## config.mk

```make
export PLATFORM = sky130hd
export DESIGN_NAME = demux_1to2_32bit_buf_flat
export DESIGN_NICKNAME = d
export VERILOG_FILES = /design/src/rtl/demux_1to2_32bit_buf_if.sv /design/src/rtl/demux_1to2_32bit_buf.sv /design/src/flat_wrapper.sv
export SDC_FILE = /design/constraint.sdc
export NUM_CORES = 1
export LEC_CHECK = 0
export BUFFER_PORTS_ARGS = -buffer_cell sky130_fd_sc_hd__buf_2
export CAP_MARGIN = 0
export CELL_PAD_IN_SITES_DETAIL_PLACEMENT = 1
export CELL_PAD_IN_SITES_GLOBAL_PLACEMENT = 2
export CORE_UTILIZATION = 34
export CTS_CLUSTER_SIZE = 28
export DETAILED_ROUTE_END_ITERATION = 6
export GPL_TIMING_DRIVEN = 0
export HOLD_SLACK_MARGIN = 0.05
export PLACE_DENSITY_LB_ADDON = 0.12
export SYNTH_ARGS = -nofsm -noshare
export SYNTH_HDL_FRONTEND = slang
export SYNTH_SLANG_ARGS = --single-unit
export TNS_END_PERCENT = 100
```

## constraint.sdc

```tcl
create_clock -name clock -period 2.6 [get_ports clock]
set_clock_uncertainty 0.05 [all_clocks]
set_input_delay 0.39 -clock clock [delete_from_list [all_inputs] [get_ports clock]]
set_output_delay 0.39 -clock clock [all_outputs]
set_load 0.02 [all_outputs]
```

## src/rtl/demux_1to2_32bit_buf_if.sv

```systemverilog
// rtl/demux_1to2_32bit_buf_if.sv - source and sink bundle of the buffered 1-to-2 word demux
// The slave side is the demux; the master side is whatever drives the source and consumes both sinks.
interface demux_1to2_32bit_buf_if #(
  parameter int WIDTH = 32,
  parameter int CNT_W = 16
);
  logic [WIDTH-1:0] in_data;
  logic             in_sel;
  logic             in_valid;
  logic             in_ready;

  logic [WIDTH-1:0] out0_data;
  logic             out0_valid;
  logic             out0_ready;

  logic [WIDTH-1:0] out1_data;
  logic             out1_valid;
  logic             out1_ready;

  logic [CNT_W-1:0] cnt0;
  logic [CNT_W-1:0] cnt1;

  modport master (
    output in_data, in_sel, in_valid, out0_ready, out1_ready,
    input  in_ready, out0_data, out0_valid, out1_data, out1_valid, cnt0, cnt1
  );

  modport slave (
    input  in_data, in_sel, in_valid, out0_ready, out1_ready,
    output in_ready, out0_data, out0_valid, out1_data, out1_valid, cnt0, cnt1
  );
endinterface

```

## src/rtl/demux_1to2_32bit_buf.sv

```systemverilog
// rtl/demux_1to2_32bit_buf.sv - buffered 1-to-2 word demux with a FIFO and delivery counter per sink
// Each queue tracks occupancy with a count plus an EMPTY/PARTIAL/FULL state decoded from the next count.
module demux_1to2_32bit_buf #(
  parameter int WIDTH = 32,
  parameter int DEPTH = 2,
  parameter int CNT_W = 16
) (
  input logic                    clock,
  input logic                    reset,
  demux_1to2_32bit_buf_if.slave  bus
);

  localparam int PTR_W = (DEPTH > 1) ? $clog2(DEPTH) : 1;
  localparam int CQ_W  = PTR_W + 1;
  localparam logic [CQ_W-1:0] FULL_CNT = CQ_W'(DEPTH);

  typedef enum logic [1:0] {
    ST_EMPTY   = 2'd0,
    ST_PARTIAL = 2'd1,
    ST_FULL    = 2'd2
  } q_state_e;

  logic [WIDTH-1:0] mem_q    [2][DEPTH];
  logic [PTR_W-1:0] wr_ptr_q [2];
  logic [PTR_W-1:0] wr_ptr_d [2];
  logic [PTR_W-1:0] rd_ptr_q [2];
  logic [PTR_W-1:0] rd_ptr_d [2];
  logic [CQ_W-1:0]  count_q  [2];
  logic [CQ_W-1:0]  count_d  [2];
  q_state_e         state_q  [2];
  q_state_e         state_d  [2];
  logic [CNT_W-1:0] cnt_q    [2];
  logic [CNT_W-1:0] cnt_d    [2];

  logic [1:0] push;
  logic [1:0] pop;
  logic [1:0] out_valid;
  logic [1:0] out_ready;
  logic       in_ready;

  assign out_ready = {bus.out1_ready, bus.out0_ready};

  // A full queue refuses a push even if it pops this cycle: no push-through.
  always_comb begin
    in_ready = 1'b1;
    if (bus.in_sel) begin
      in_ready = (state_q[1] != ST_FULL);
    end else begin
      in_ready = (state_q[0] != ST_FULL);
    end
  end

  always_comb begin
    push = 2'b00;
    out_valid = 2'b00;
    for (int q = 0; q < 2; q++) begin
      out_valid[q] = (state_q[q] != ST_EMPTY);
      push[q]      = bus.in_valid & in_ready & (bus.in_sel == 1'(q));
    end
    pop = out_valid & out_ready;
  end

  always_comb begin
    for (int q = 0; q < 2; q++) begin
      wr_ptr_d[q] = wr_ptr_q[q];
      rd_ptr_d[q] = rd_ptr_q[q];
      count_d[q]  = count_q[q];
      cnt_d[q]    = cnt_q[q];
      state_d[q]  = state_q[q];

      if (push[q]) begin
        wr_ptr_d[q] = wr_ptr_q[q] + PTR_W'(1);
      end
      if (pop[q]) begin
        rd_ptr_d[q] = rd_ptr_q[q] + PTR_W'(1);
        cnt_d[q]    = cnt_q[q] + CNT_W'(1);
      end

      case ({push[q], pop[q]})
        2'b10:   count_d[q] = count_q[q] + CQ_W'(1);
        2'b01:   count_d[q] = count_q[q] - CQ_W'(1);
        default: count_d[q] = count_q[q];
      endcase

      if (count_d[q] == '0) begin
        state_d[q] = ST_EMPTY;
      end else if (count_d[q] == FULL_CNT) begin
        state_d[q] = ST_FULL;
      end else begin
        state_d[q] = ST_PARTIAL;
      end
    end
  end

  // Storage is cleared on reset so both heads read zero afterwards.
  always_ff @(posedge clock) begin
    if (reset) begin
      for (int q = 0; q < 2; q++) begin
        for (int e = 0; e < DEPTH; e++) begin
          mem_q[q][e] <= '0;
        end
        wr_ptr_q[q] <= '0;
        rd_ptr_q[q] <= '0;
        count_q[q]  <= '0;
        cnt_q[q]    <= '0;
        state_q[q]  <= ST_EMPTY;
      end
    end else begin
      for (int q = 0; q < 2; q++) begin
        if (push[q]) begin
          mem_q[q][wr_ptr_q[q]] <= bus.in_data;
        end
        wr_ptr_q[q] <= wr_ptr_d[q];
        rd_ptr_q[q] <= rd_ptr_d[q];
        count_q[q]  <= count_d[q];
        cnt_q[q]    <= cnt_d[q];
        state_q[q]  <= state_d[q];
      end
    end
  end

  assign bus.in_ready   = in_ready;
  assign bus.out0_valid = out_valid[0];
  assign bus.out1_valid = out_valid[1];
  assign bus.out0_data  = mem_q[0][rd_ptr_q[0]];
  assign bus.out1_data  = mem_q[1][rd_ptr_q[1]];
  assign bus.cnt0       = cnt_q[0];
  assign bus.cnt1       = cnt_q[1];

endmodule

```

## src/flat_wrapper.sv

```systemverilog
// flat-port wrapper written by rule: the top's interface ports become plain ports
module demux_1to2_32bit_buf_flat 
#(
  parameter int WIDTH = 32,
  parameter int DEPTH = 2,
  parameter int CNT_W = 16
)
  (clock, reset, bus_in_data, bus_in_sel, bus_in_valid, bus_out0_ready, bus_out1_ready, bus_in_ready, bus_out0_data, bus_out0_valid, bus_out1_data, bus_out1_valid, bus_cnt0, bus_cnt1);
  demux_1to2_32bit_buf_if #(.WIDTH(WIDTH), .CNT_W(CNT_W)) bus_i ();
  input logic clock;
  input logic reset;
  input wire logic [$bits(bus_i.in_data)-1:0] bus_in_data;
  input wire logic [$bits(bus_i.in_sel)-1:0] bus_in_sel;
  input wire logic [$bits(bus_i.in_valid)-1:0] bus_in_valid;
  input wire logic [$bits(bus_i.out0_ready)-1:0] bus_out0_ready;
  input wire logic [$bits(bus_i.out1_ready)-1:0] bus_out1_ready;
  output wire logic [$bits(bus_i.in_ready)-1:0] bus_in_ready;
  output wire logic [$bits(bus_i.out0_data)-1:0] bus_out0_data;
  output wire logic [$bits(bus_i.out0_valid)-1:0] bus_out0_valid;
  output wire logic [$bits(bus_i.out1_data)-1:0] bus_out1_data;
  output wire logic [$bits(bus_i.out1_valid)-1:0] bus_out1_valid;
  output wire logic [$bits(bus_i.cnt0)-1:0] bus_cnt0;
  output wire logic [$bits(bus_i.cnt1)-1:0] bus_cnt1;
  assign bus_i.in_data = bus_in_data;
  assign bus_i.in_sel = bus_in_sel;
  assign bus_i.in_valid = bus_in_valid;
  assign bus_i.out0_ready = bus_out0_ready;
  assign bus_i.out1_ready = bus_out1_ready;
  assign bus_in_ready = bus_i.in_ready;
  assign bus_out0_data = bus_i.out0_data;
  assign bus_out0_valid = bus_i.out0_valid;
  assign bus_out1_data = bus_i.out1_data;
  assign bus_out1_valid = bus_i.out1_valid;
  assign bus_cnt0 = bus_i.cnt0;
  assign bus_cnt1 = bus_i.cnt1;
  demux_1to2_32bit_buf #(.WIDTH(WIDTH), .DEPTH(DEPTH), .CNT_W(CNT_W)) u_core (.clock(clock), .reset(reset), .bus(bus_i));
endmodule
```

* After elaboration in Yosys (flattened, before gate mapping)
Memories as Yosys holds them, arrays and structs flattened.
Index checks and enable logic that the tools add are counted.
** Word-level totals
- Logic and storage cells :: 353
- Bits in registers :: 0
- Memory bits (writable) :: 172
- Output and inout port bits :: 99
- Memories :: 6
- Input bits :: 38
** Operators by class
- $lt $le $gt $ge :: 6
- Reduce and logical (&&, ||, !) cells :: 6
- Add/subtract/negate cells :: 10
- Bitwise operators :: 147
- Multiplexer cells :: 170
- Equality and inequality tests :: 8
** Memory list
- u_core.mem_q :: depth 2, width 64, rd ports 2, clocked after memory_dff 0, wr ports 2, RTL line demux_1to2_32bit_buf.sv:23 : logic [WIDTH-1:0] mem_q [2][DEPTH];
- u_core.cnt_q :: depth 2, width 16, rd ports 2, clocked after memory_dff 0, wr ports 2, RTL line demux_1to2_32bit_buf.sv:32 : logic [CNT_W-1:0] cnt_q [2];
- u_core.count_q :: depth 2, width 2, rd ports 2, clocked after memory_dff 0, wr ports 2, RTL line demux_1to2_32bit_buf.sv:28 : logic [CQ_W-1:0] count_q [2];
- u_core.state_q :: depth 2, width 2, rd ports 2, clocked after memory_dff 0, wr ports 2, RTL line demux_1to2_32bit_buf.sv:30 : q_state_e state_q [2];
- u_core.rd_ptr_q :: depth 2, width 1, rd ports 2, clocked after memory_dff 0, wr ports 2, RTL line demux_1to2_32bit_buf.sv:26 : logic [PTR_W-1:0] rd_ptr_q [2];
- u_core.wr_ptr_q :: depth 2, width 1, rd ports 2, clocked after memory_dff 0, wr ports 2, RTL line demux_1to2_32bit_buf.sv:24 : logic [PTR_W-1:0] wr_ptr_q [2];
** Operators by type and width (count)
- two-way mux 32 bit :: 8
- two-way mux 1 bit :: 144
- bitwise OR 1 bit :: 138
- two-way mux 64 bit :: 2
- demux 32 bit (select 1 bit) :: 2
- two-way mux 16 bit :: 4
- adder 16 x 1 -> 16 bit, second input constant :: 2
- two-way mux 2 bit :: 8
- == test 2 bit, second input constant :: 4
- greater-or-equal comparator 2 bit, second input constant :: 4
- inverter 1 -> 2 bit :: 4
- case mux 2 bit (2 select lines) :: 2
- adder 1 bit, second input constant :: 4
- adder 2 x 1 -> 2 bit, second input constant :: 2
- == test 2 x 1 -> 1 bit, second input constant :: 2
- logical NOT 2 bit :: 2
- less-than comparator 2 x 1 -> 1 bit, second input constant :: 2
- != test 2 bit, second input constant :: 2
- nonzero test 2 bit :: 2
- subtractor 2 x 1 -> 2 bit, second input constant :: 2
- bitwise AND 1 bit :: 3
- bitwise AND 2 bit :: 1
- logical AND 1 bit :: 2
- inverter 1 bit :: 1

* Longest topological paths before layout
Gate-level depths: netlist of the first run.
- Depth after elaboration :: 10
- Gate-level depth with buffers :: 8
- Depth with buffers taken out :: 7

* Worst setup path after synthesis of the first run
OpenSTA, ideal clock, no wires.
- Path type :: register -> register
- From :: memory u_core.state_q[0][0] in the netlist's numbering
- To :: memory u_core.mem_q[0][32] in the netlist's numbering (enable)
- Path buffers :: 0
- Data arrival time :: 2.176 ns
- Clock period less this slack :: 2.654 ns
- Setup slack :: -0.054 ns
- Cell stages (with the launch flop) :: 4
- Data required time :: 2.122 ns
- Path through :: dfxtp_1 -> or2b_1 -> nand3b_1 -> o21bai_1
** RTL lines (RTL line)
- start: declaration :: demux_1to2_32bit_buf.sv:30
- end: declaration :: demux_1to2_32bit_buf.sv:23

==> metrics.txt, run 1 <==
# TYPE chip_impl_metric gauge
chip_impl_info{name="holdCritPathClass",value="in2reg"} 1
chip_impl_metric{name="worst-endpoint-required",unit="ns"} 2.16
chip_impl_info{name="most_frequent_standard_cell_in_the_layout_excluding_fill_and_tap_cells",value="buf_2"} 1
chip_impl_metric{name="grt_usage",unit=""} 0.171
chip_impl_info{name="result_of_the_run",value="complete, no violations"} 1
chip_impl_metric{name="synth.ff_latch_count",unit=""} 172
chip_impl_metric{name="remaining_drc_errors",unit=""} 0
chip_impl_metric{name="route.detailed.vias_per_inst",unit=""} 4.81
chip_impl_metric{name="ir_worst_vdd",unit="mV"} 0.441
chip_impl_metric{name="maxCapViolations",unit=""} 0
chip_impl_metric{name="share_of_power_burned_in_registers",unit=""} 0.423
chip_impl_metric{name="n_antenna_cell",unit=""} 0
chip_impl_metric{name="global_route_wire_length_before_repair",unit="mm"} 28.6
chip_impl_metric{name="cts-root-to-sink-buffers",unit=""} 2
chip_impl_metric{name="ant_nets",unit=""} 0
chip_impl_metric{name="dieHeight",unit="um"} 151
chip_impl_metric{name="synth_warnings",unit=""} 0
chip_impl_metric{name="totalWireLength",unit="mm"} 18.6
chip_impl_metric{name="synthesized_area_divided_by_synthesized_cell_count",unit="um^2"} 13.3
chip_impl_metric{name="die-area",unit="um^2"} 22700
chip_impl_metric{name="clock_sinks",unit=""} 172
chip_impl_info{name="cell_types_occupying_the_most_area_after_synthesis",value="edfxtp_1 51%, dfxtp_1 12%, mux2_2 10%"} 1
chip_impl_metric{name="clockPowerShare",unit=""} 0.342
chip_impl_metric{name="p_leak",unit="nW"} 3.86
chip_impl_metric{name="via_count_of_the_first_global_routing_pass",unit=""} 5199
chip_impl_metric{name="finalCritPeriodShare",unit=""} 0.932
chip_impl_metric{name="ff2ff_setup_slack",unit="ns"} 0.23
chip_impl_info{name="worst_hold_startpoint",value="bus_in_data[18]"} 1
chip_impl_metric{name="combinationalPowerShare",unit=""} 0.236
chip_impl_info{name="crit_path_frequent_cell",value="buf_2"} 1
chip_impl_metric{name="rr_worst_depth",unit=""} 4
chip_impl_metric{name="stdcell_count",unit=""} 1009
chip_impl_metric{name="grt_start_max_net_pins",unit=""} 33
chip_impl_info{name="crit_path_start",value="u_core.rd_ptr_q[0][1]"} 1
chip_impl_metric{name="globalRouteOverflowTotal",unit=""} 0
chip_impl_metric{name="floorplan.rows",unit=""} 53
chip_impl_metric{name="fp.dieW",unit="um"} 151
chip_impl_metric{name="max_transition_viols_final",unit=""} 0
chip_impl_metric{name="worst_hold_path.num_cells",unit=""} 2
chip_impl_info{name="yosysTopAreaCell",value="edfxtp_1"} 1
chip_impl_info{name="most-common-layout-cells",value="137 x buf_2, 128 x edfxtp_1, 98 x and2_1, 67 x mux2_2, 44 x dfxtp_1"} 1
chip_impl_metric{name="design.portCount",unit=""} 137
chip_impl_metric{name="arrival",unit="ns"} 1.98
chip_impl_metric{name="p_switching",unit="W"} 0.00233
chip_impl_metric{name="slew_headroom",unit=""} 0.593
chip_impl_metric{name="timing.critical_path.slowest_cell_delay",unit="ns"} 0.40
chip_impl_metric{name="critPathMaxFanout",unit=""} 10
chip_impl_metric{name="totalPowerFinal",unit="W"} 0.00781
chip_impl_metric{name="grt_antenna_before_repair",unit=""} 0
chip_impl_info{name="holdPathEnd",value="u_core.mem_q[1][18]"} 1
chip_impl_info{name="cts.root.buffer_cell",value="clkbuf_16"} 1
chip_impl_metric{name="dpl.hpwl",unit="mm"} 12.6
chip_impl_info{name="r2r-end",value="u_core.mem_q[0][6]"} 1
chip_impl_metric{name="vias",unit=""} 4856
chip_impl_info{name="cells_along_the_critical_path",value="clkbuf_1 > buf_2 > mux2_2 > buf_2"} 1
chip_impl_metric{name="worst-slew-pin-transition",unit="ns"} 0.610
chip_impl_info{name="critical-path-slowest-cell",value="buf_2"} 1
chip_impl_metric{name="later_pin_clock_latency_in_the_skew_report",unit="ns"} 0.42
chip_impl_info{name="worstSetupPathType",value="reg2out"} 1
chip_impl_metric{name="num-nets-final",unit=""} 763
chip_impl_metric{name="cts_post_setup_buffers_inserted",unit=""} 0
chip_impl_metric{name="power.share.switching",unit=""} 0.299
chip_impl_metric{name="core-area",unit="um^2"} 21400
chip_impl_metric{name="synthesis.instances",unit=""} 565
chip_impl_metric{name="max_clock_freq",unit="MHz"} 413
chip_impl_metric{name="placed_cells",unit=""} 977
chip_impl_metric{name="syn-num-nets",unit=""} 607
chip_impl_metric{name="cts_htree_levels",unit=""} 4
chip_impl_metric{name="gp_congestion",unit=""} 0.721
chip_impl_metric{name="syn-cell-area",unit="um^2"} 7510
chip_impl_metric{name="number_of_buffers_inserted_by_port_buffering",unit=""} 135
chip_impl_metric{name="power_report.internal_total",unit="W"} 0.00547
chip_impl_metric{name="cts_made_buffers",unit=""} 17
chip_impl_metric{name="post_cts_resize_count",unit=""} 5
chip_impl_info{name="unrepaired_setup_endpoints_after_global_routing",value="false"} 1
chip_impl_metric{name="timing.final.crit_period",unit="ns"} 2.42
chip_impl_metric{name="synth_top_cell_area_share",unit=""} 0.512
chip_impl_metric{name="clk_pin_slew_worst_paths",unit="ns"} 0.07
chip_impl_metric{name="route.detailed.wl_per_inst",unit="um"} 18.4
chip_impl_metric{name="drtPass1Iterations",unit=""} 4
chip_impl_metric{name="power.density_cell_area",unit="nW/um^2"} 847
chip_impl_info{name="end_kind",value="output port"} 1
chip_impl_metric{name="drt_first_iter_violations",unit=""} 144
chip_impl_metric{name="synth.yosys.seq_area_share",unit=""} 0.629
chip_impl_info{name="r2r-start",value="u_core.state_q[0][0]"} 1
chip_impl_metric{name="timing.final.hold_violations",unit=""} 0
chip_impl_metric{name="netlist-cell-type-count",unit=""} 45
chip_impl_metric{name="cts_hold_buf",unit=""} 0
chip_impl_metric{name="finalSetupViolations",unit=""} 0
chip_impl_info{name="tritoncts",value="built"} 1
chip_impl_metric{name="area_delta_synth_final",unit="%"} 22.8
chip_impl_metric{name="layout-drive-gt1-share",unit=""} 0.350
chip_impl_metric{name="initial_core_util",unit=""} 0.352
chip_impl_info{name="worstSetupStartpointType",value="register"} 1
[stage by stage]
| stage | area [um^2] | utilization | TNS [ns] | worst slack, ns | hold slack (ns) |
|---|---|---|---|---|---|
| final | 9210 | 0.432 | 0 | 0.177 | 0.232 |
| after global routing | 9210 | 0.432 | 0 | 0.0618 | 0.224 |
| after CTS | 9210 | 0.431 | 0 | 0.131 | 0.215 |
| after detailed placement | 8590 | 0.402 | -5.82 | -0.185 | 0.447 |
| after global placement | 8530 | 0.400 | -31.18 | -0.634 | 0.421 |
| after floorplan | 7510 | - | 0 | 0.298 | 0.431 |
[cell type report]
type / instances / area, um^2
flip-flops and latches: 172 / 4720
clock inverters: 15 / 185
multi-input cells: 354 / 2620
repair buffers: 137 / 716
well taps: 275 / 344
plain buffers: 35 / 181
inverters: 4 / 15.0
clock buffers: 17 / 425
fillers: 2291 / 12100
[worst max-delay path by stage]
| stage | end | slack, ns | cells past startpoint |
|---|---|---|---|
| 6_report | bus_out1_data[28] | 0.18 | 4 |
| 5_1_grt | bus_out1_data[9] | 0.06 | 4 |
| 4_1_cts | bus_out0_data[15] | 0.13 | 4 |
| 3_5_place_dp | u_core.mem_q[0][7] | -0.18 | 4 |
| 3_3_place_gp | u_core.mem_q[0][7] | -0.63 | 4 |
| 2_1_floorplan | u_core.mem_q[0][0] | 0.30 | 4 |
[power by group through the flow]
stage | Combinational (W) | Sequential, W | Clock, W
floorplan | 0.00124 | 0.00335 | 0
global placement | 0.00183 | 0.00335 | 0
detailed placement | 0.00187 | 0.00336 | 0
CTS | 0.00189 | 0.00330 | 0.00272
global route | 0.00200 | 0.00332 | 0.00283
finish | 0.00184 | 0.00330 | 0.00267
[cell usage after synthesis, drive strengths merged]
cell type	instances
nand4	10
o211ai	1
nand4b	1
nand3	7
a21o	1
or2b	1
xor2	15
or4	1
dfxtp	44
mux2i	2
o21bai	2
o21a	1
xnor2	15
a21oi	7
or3	7
and2	98
nor2b	7
and3	33
nor4	3
edfxtp	128
nand2	11
mux2	67
nand2b	1
o21ai	8
and4bb	1
o211a	1
and4	4
inv	4
nor2	35
ha	4
clkbuf	26
nor3	3
nand3b	1
buf	9
or2	4
o2111a	2
[routing by layer]
layer  share of wire  routed length (um)  track usage  vias to the layer above
met5               0                   0            0                        -
met4          0.0094                 175       0.0455                        0
met3           0.038                 712       0.0379                       20
met2            0.53                9810        0.310                       99
met1            0.42                7850        0.204                     2422
li1                -                   -            -                     2315
[cell families after synthesis]
family                   after synthesis  share of synthesized area
AO/OA/AOI/OAI                         23                     0.0200
XOR/XNOR                              30                     0.0350
adder cells (fa/ha/maj)                4                    0.00667
buffers and inverters                 39                     0.0255
flip-flops                           172                      0.629
multiplexers                          69                      0.103
AND/OR/NAND/NOR                      228                      0.180
[flip-flops by register name, indices dropped and copies added (netlist names)]
register / flops
u_core.cnt_q: 32
u_core.count_q: 4
u_core.mem_q: 128
u_core.rd_ptr_q: 2
u_core.state_q: 4
u_core.wr_ptr_q: 2
[critical path, delay by kind of cell (launching register included)]
family   cells  cell delay [ns]
flops        1             0.31
buf+inv      3             0.86
mux          1             0.39
(Power assumes the default switching activity.)
==> inputs of run 2 (changes only) <==
CORE_MARGIN = 2   (was default)
==> metrics.txt, run 2 (same netlist as run 1, synthesis figures left out) <==
# TYPE chip_impl_metric gauge
chip_impl_metric{name="max_transition_viols_final",unit=""} 0
chip_impl_metric{name="cts_made_buffers",unit=""} 17
chip_impl_info{name="holdCritPathClass",value="in2reg"} 1
chip_impl_metric{name="ir_worst_vdd",unit="mV"} 0.448
chip_impl_metric{name="number_of_buffers_inserted_by_port_buffering",unit=""} 135
chip_impl_metric{name="initial_core_util",unit=""} 0.345
chip_impl_metric{name="largest_reg_flops",unit=""} 128
chip_impl_metric{name="remaining_drc_errors",unit=""} 0
chip_impl_metric{name="finalCritPeriodShare",unit=""} 0.918
chip_impl_metric{name="p_leak",unit="nW"} 3.85
chip_impl_metric{name="timing.final.hold_violations",unit=""} 0
chip_impl_metric{name="fp.dieW",unit="um"} 153
chip_impl_metric{name="cts_hold_buf",unit=""} 0
chip_impl_info{name="worstSetupStartpointType",value="register"} 1
chip_impl_metric{name="cts-root-to-sink-buffers",unit=""} 2
chip_impl_info{name="largest_registers",value="u_core.mem_q (128), u_core.cnt_q (32)"} 1
chip_impl_metric{name="via_count_of_the_first_global_routing_pass",unit=""} 5234
chip_impl_metric{name="totalWireLength",unit="mm"} 18.4
chip_impl_info{name="timing.critical_path.max_delay_family",value="simple AND/OR/NAND/NOR gates"} 1
chip_impl_metric{name="vias",unit=""} 4831
chip_impl_metric{name="timing.critical_path.slowest_cell_delay",unit="ns"} 0.50
chip_impl_metric{name="design.portCount",unit=""} 137
chip_impl_metric{name="n_antenna_cell",unit=""} 0
chip_impl_metric{name="critical_path_buf_inv_count",unit=""} 1
chip_impl_metric{name="grt_usage",unit=""} 0.161
chip_impl_metric{name="worst-slew-pin-transition",unit="ns"} 0.588
chip_impl_metric{name="power.density_cell_area",unit="nW/um^2"} 842
chip_impl_metric{name="placed_cell_area",unit="um^2"} 8600
chip_impl_info{name="result_of_the_run",value="complete, no violations"} 1
chip_impl_metric{name="core-area",unit="um^2"} 21800
chip_impl_metric{name="max_clock_freq",unit="MHz"} 419
chip_impl_info{name="most-common-layout-cells",value="137 x buf_2, 128 x edfxtp_1, 98 x and2_1, 67 x mux2_2, 44 x dfxtp_1"} 1
chip_impl_metric{name="route.detailed.wl_per_inst",unit="um"} 18.2
chip_impl_metric{name="arrival",unit="ns"} 2.39
chip_impl_metric{name="clk_pin_slew_worst_paths",unit="ns"} 0.07
chip_impl_metric{name="grt_antenna_before_repair",unit=""} 0
chip_impl_metric{name="cts_htree_levels",unit=""} 4
chip_impl_metric{name="layout-drive-gt1-share",unit=""} 0.349
chip_impl_metric{name="route.detailed.vias_per_inst",unit=""} 4.77
chip_impl_metric{name="finalSetupViolations",unit=""} 0
chip_impl_info{name="worstSetupPathType",value="reg2reg"} 1
chip_impl_info{name="cells_along_the_critical_path",value="or2b_1 > and4bb_1 > clkbuf_1 > a21o_4"} 1
chip_impl_metric{name="slew_headroom",unit=""} 0.607
chip_impl_metric{name="final_cell_area",unit="um^2"} 9210
chip_impl_metric{name="tns",unit="ns"} 0
chip_impl_metric{name="global_route_wire_length_before_repair",unit="mm"} 29.1
chip_impl_info{name="critical-path-slowest-cell",value="a21o_4"} 1
chip_impl_metric{name="maxCapViolations",unit=""} 0
chip_impl_metric{name="dpl.hpwl",unit="mm"} 12.7
chip_impl_info{name="most_frequent_standard_cell_in_the_layout_excluding_fill_and_tap_cells",value="buf_2"} 1
chip_impl_metric{name="timing.final.crit_period",unit="ns"} 2.39
chip_impl_metric{name="n_fill_cell",unit=""} 2340
chip_impl_metric{name="area_delta_synth_final",unit="%"} 22.7
chip_impl_info{name="tritoncts",value="built"} 1
chip_impl_info{name="cts.root.buffer_cell",value="clkbuf_16"} 1
chip_impl_metric{name="grt_start_max_net_pins",unit=""} 33
chip_impl_metric{name="clock_sinks",unit=""} 172
chip_impl_info{name="end_kind",value="register"} 1
chip_impl_info{name="top_register",value="u_core.mem_q"} 1
chip_impl_metric{name="post_cts_resize_count",unit=""} 5
chip_impl_metric{name="cts_post_setup_buffers_inserted",unit=""} 0
chip_impl_metric{name="critPathMaxFanout",unit=""} 32
chip_impl_info{name="unrepaired_setup_endpoints_after_global_routing",value="false"} 1
chip_impl_metric{name="die-area",unit="um^2"} 23300
chip_impl_metric{name="final_util",unit=""} 0.423
chip_impl_metric{name="globalRouteOverflowTotal",unit=""} 0
chip_impl_metric{name="gp_congestion",unit=""} 0.713
chip_impl_metric{name="dieHeight",unit="um"} 153
chip_impl_metric{name="later_pin_clock_latency_in_the_skew_report",unit="ns"} 0.42
chip_impl_metric{name="worst-endpoint-required",unit="ns"} 2.61
chip_impl_metric{name="floorplan.rows",unit=""} 54
chip_impl_metric{name="drtPass1Iterations",unit=""} 4
chip_impl_metric{name="drt_first_iter_violations",unit=""} 162
chip_impl_metric{name="ant_nets",unit=""} 0
chip_impl_metric{name="num-nets-final",unit=""} 763
==> run 2: cell types whose count changed in the layout (fill, tap and decap cells not counted), sizes merged <==
cell / change
clkinv: -3
clkinvlp: +2
clkbuf: +1
inv: -1
==> run 2: cell type report <==
class	instances	area (um^2)	share of cell area
Buffer	35	181	0.0197
Clock buffer	18	429	0.0466
Timing Repair Buffer	137	723	0.0785
Inverter	4	15.0	0.00163
Tap cell	280	350	0.0380
Clock inverter	13	166	0.0181
Sequential cell	172	4720	0.513
Multi-Input combinational cell	354	2620	0.285
==> run 2: path summary, 6_finish.rpt <==
check	to	cells past startpoint	start	slack (ns)
max	u_core.mem_q[0][1]	4	u_core.state_q[0][0]	0.21
min	u_core.mem_q[1][5]	2	bus_in_data[5]	0.23
max reg2reg	u_core.mem_q[0][1]	4	u_core.state_q[0][0]	0.21
min reg2reg	u_core.cnt_q[0][31]	2	u_core.cnt_q[0][31]	0.44
==> run 2: layer usage <==
layer	GRT usage	share of wire	up-vias
li1	-	-	2314
met1	0.199	0.44	2412
met2	0.283	0.51	91
met3	0.0398	0.039	14
met4	0.0419	0.012	0
met5	0	0	-
==> run 2: per-stage QoR <==
step	setup WS (ns)	hold WS (ns)	total power, W	cells
final	0.212	0.234	0.00776	1013
after global routing	0.0814	0.220	0.00812	1013
after CTS	0.109	0.220	0.00788	1013
after detailed placement	-0.221	0.431	0.00525	982
after global placement	-0.631	0.425	0.00518	980
after floorplan	0.298	0.431	0.00459	565
==> run 2: worst reg2reg max path: stages, from the launching register on <==
cell and delay (ns):
dfxtp_1 0.42, or2b_1 0.17, and4bb_1 0.41, clkbuf_1 0.44
a21o_4 0.50
==> run 2: report_power, final <==
group | switching [W] | internal, W | leakage [nW] | total, W
Sequential | 0.000104 | 0.00319 | 1.70 | 0.00330
Combinational | 0.00110 | 0.000749 | 1.87 | 0.00185
Clock | 0.00109 | 0.00152 | 0.279 | 0.00261
==> inputs of run 3 (changes only) <==
PLACE_DENSITY_LB_ADDON = 0.1   (was 0.12)
==> metrics.txt, run 3 (same netlist as run 1, synthesis figures left out) <==
# TYPE chip_impl_metric gauge
chip_impl_metric{name="vias",unit=""} 4875
chip_impl_metric{name="grt_usage",unit=""} 0.163
chip_impl_metric{name="die-area",unit="um^2"} 23300
chip_impl_metric{name="use_met1",unit=""} 0.202
chip_impl_metric{name="finalCritPeriodShare",unit=""} 0.930
chip_impl_metric{name="ant_nets",unit=""} 0
chip_impl_metric{name="via_count_of_the_first_global_routing_pass",unit=""} 5237
chip_impl_metric{name="critPathMaxFanout",unit=""} 10
chip_impl_metric{name="gp_congestion",unit=""} 0.696
chip_impl_metric{name="n_fill_cell",unit=""} 2334
chip_impl_metric{name="p_leak",unit="nW"} 3.83
chip_impl_metric{name="remaining_drc_errors",unit=""} 0
chip_impl_metric{name="tns",unit="ns"} 0
chip_impl_info{name="largest_registers",value="u_core.mem_q (128), u_core.cnt_q (32)"} 1
chip_impl_metric{name="layout-drive-gt1-share",unit=""} 0.349
chip_impl_metric{name="ir_worst_vdd",unit="mV"} 0.429
chip_impl_metric{name="finalSetupViolations",unit=""} 0
chip_impl_metric{name="seqCellArea",unit="um^2"} 4720
chip_impl_info{name="worstSetupStartpointType",value="register"} 1
chip_impl_info{name="busiest_layer_in_global_routing",value="met2"} 1
chip_impl_metric{name="totalPowerFinal",unit="W"} 0.00758
chip_impl_metric{name="gr-usage-met2",unit=""} 0.282
chip_impl_info{name="end_kind",value="output port"} 1
chip_impl_info{name="most-common-layout-cells",value="137 x buf_2, 128 x edfxtp_1, 98 x and2_1, 67 x mux2_2, 44 x dfxtp_1"} 1
chip_impl_info{name="unrepaired_setup_endpoints_after_global_routing",value="false"} 1
chip_impl_metric{name="number_of_buffers_inserted_by_port_buffering",unit=""} 135
chip_impl_metric{name="cts_htree_levels",unit=""} 4
chip_impl_metric{name="worst_hold_margin",unit="ns"} 0.223
chip_impl_info{name="tritoncts",value="built"} 1
chip_impl_metric{name="max_transition_viols_final",unit=""} 0
chip_impl_metric{name="timing.final.crit_period",unit="ns"} 2.42
chip_impl_info{name="cts.root.buffer_cell",value="clkbuf_16"} 1
chip_impl_metric{name="timing.final.hold_violations",unit=""} 0
chip_impl_metric{name="route.detailed.wl_per_inst",unit="um"} 18.4
chip_impl_metric{name="max_clock_freq",unit="MHz"} 414
chip_impl_metric{name="worst-endpoint-required",unit="ns"} 2.16
chip_impl_metric{name="core-area",unit="um^2"} 21800
chip_impl_metric{name="cts_hold_buf",unit=""} 0
chip_impl_info{name="top_register",value="u_core.mem_q"} 1
chip_impl_metric{name="clk_pin_slew_worst_paths",unit="ns"} 0.07
chip_impl_metric{name="worst-slew-pin-transition",unit="ns"} 0.627
chip_impl_metric{name="floorplan.rows",unit=""} 54
chip_impl_info{name="holdCritPathClass",value="in2reg"} 1
chip_impl_metric{name="globalRouteOverflowTotal",unit=""} 0
chip_impl_metric{name="power.density_cell_area",unit="nW/um^2"} 826
chip_impl_metric{name="total_area_of_multi_input_combinational_cells",unit="um^2"} 2620
chip_impl_metric{name="n_antenna_cell",unit=""} 0
chip_impl_metric{name="fp.dieW",unit="um"} 153
chip_impl_metric{name="num-nets-final",unit=""} 763
chip_impl_metric{name="arrival",unit="ns"} 1.98
chip_impl_metric{name="initial_core_util",unit=""} 0.345
chip_impl_info{name="result_of_the_run",value="complete, no violations"} 1
chip_impl_metric{name="dieHeight",unit="um"} 153
chip_impl_metric{name="clock_sinks",unit=""} 172
chip_impl_metric{name="cts_made_buffers",unit=""} 17
chip_impl_metric{name="grt_antenna_before_repair",unit=""} 1
chip_impl_metric{name="route.detailed.vias_per_inst",unit=""} 4.81
chip_impl_metric{name="post_layout_worst_setup_margin",unit="ns"} 0.182
chip_impl_metric{name="maxCapViolations",unit=""} 0
chip_impl_metric{name="place_worst_setup_slack",unit="ns"} -0.169
chip_impl_metric{name="design.portCount",unit=""} 137
chip_impl_metric{name="totalWireLength",unit="mm"} 18.6
chip_impl_metric{name="drt_first_iter_violations",unit=""} 201
chip_impl_metric{name="grt_use_met3",unit=""} 0.0444
chip_impl_metric{name="drtPass1Iterations",unit=""} 6
chip_impl_metric{name="later_pin_clock_latency_in_the_skew_report",unit="ns"} 0.43
chip_impl_info{name="worstSetupPathType",value="reg2out"} 1
chip_impl_info{name="most_frequent_standard_cell_in_the_layout_excluding_fill_and_tap_cells",value="buf_2"} 1
chip_impl_metric{name="global_route_wire_length_before_repair",unit="mm"} 29.3
chip_impl_metric{name="cts-root-to-sink-buffers",unit=""} 2
chip_impl_metric{name="dpl.hpwl",unit="mm"} 12.7
chip_impl_metric{name="grt_start_max_net_pins",unit=""} 33
chip_impl_metric{name="slew_headroom",unit=""} 0.581
chip_impl_metric{name="largest_reg_flops",unit=""} 128
chip_impl_metric{name="area_delta_synth_final",unit="%"} 22.3
## run 3: cell types whose count changed in the layout (fill, tap and decap cells not counted), sizes merged
cell / delta
clkinvlp: +2
bufinv: -2
clkbuf: +1
## run 3: routing by layer
metal / vias up / wire [um]
li1: 2316 / -
met4: 0 / 157
met5: - / 0
met2: 109 / 9400
met3: 12 / 838
met1: 2438 / 8230
## run 3: power breakdown
| group | total, W | internal, W | switching, W |
|---|---|---|---|
| clock network | 0.00243 | 0.00133 | 0.00111 |
| logic | 0.00185 | 0.000752 | 0.00110 |
| registers | 0.00330 | 0.00319 | 0.000105 |
## run 3: layout make-up
cell class / instances / share of cell area
Timing Repair Buffer: 137 / 0.0796
Tap cell: 280 / 0.0382
Inverter: 4 / 0.00164
Sequential cell: 172 / 0.515
Multi-Input combinational cell: 354 / 0.286
Clock inverter: 13 / 0.0130
Buffer: 35 / 0.0198
Clock buffer: 19 / 0.0472
## run 3: worst paths after layout
check	from	endpoint	slack, ns	depth (start not counted)
hold / removal	bus_in_data[6]	u_core.mem_q[1][38]	0.22	2
setup reg to reg	u_core.state_q[0][0]	u_core.mem_q[0][1]	0.26	4
setup / recovery	u_core.rd_ptr_q[0][1]	bus_out1_data[28]	0.18	4
hold reg to reg	u_core.cnt_q[0][31]	u_core.cnt_q[0][31]	0.45	2
## run 3: through the flow
| step | instance area [um^2] | utilization | std cells |
|---|---|---|---|
| 2_1_floorplan | 7510 | - | 565 |
| 3_3_place_gp | 8540 | 0.393 | 980 |
| 3_5_place_dp | 8610 | 0.396 | 982 |
| 4_1_cts | 9170 | 0.422 | 1014 |
| 5_1_grt | 9180 | 0.422 | 1014 |
| 6_report | 9180 | 0.422 | 1014 |
## run 3: worst max-delay path, cell delays in order, from the launching register on
cell      delay (ns)
dfxtp_1         0.30
clkbuf_1        0.28
buf_2           0.40
mux2_2          0.41
buf_2           0.17
## run 3: timing repair
| action | CTS | global route |
|---|---|---|
| resized for setup | 5 | 1 |
| endpoints found under the setup margin | 72 | 32 |
| endpoints found under the hold margin | 0 | 0 |
| cloned | 0 | 0 |
| buffers inserted | 0 | 0 |
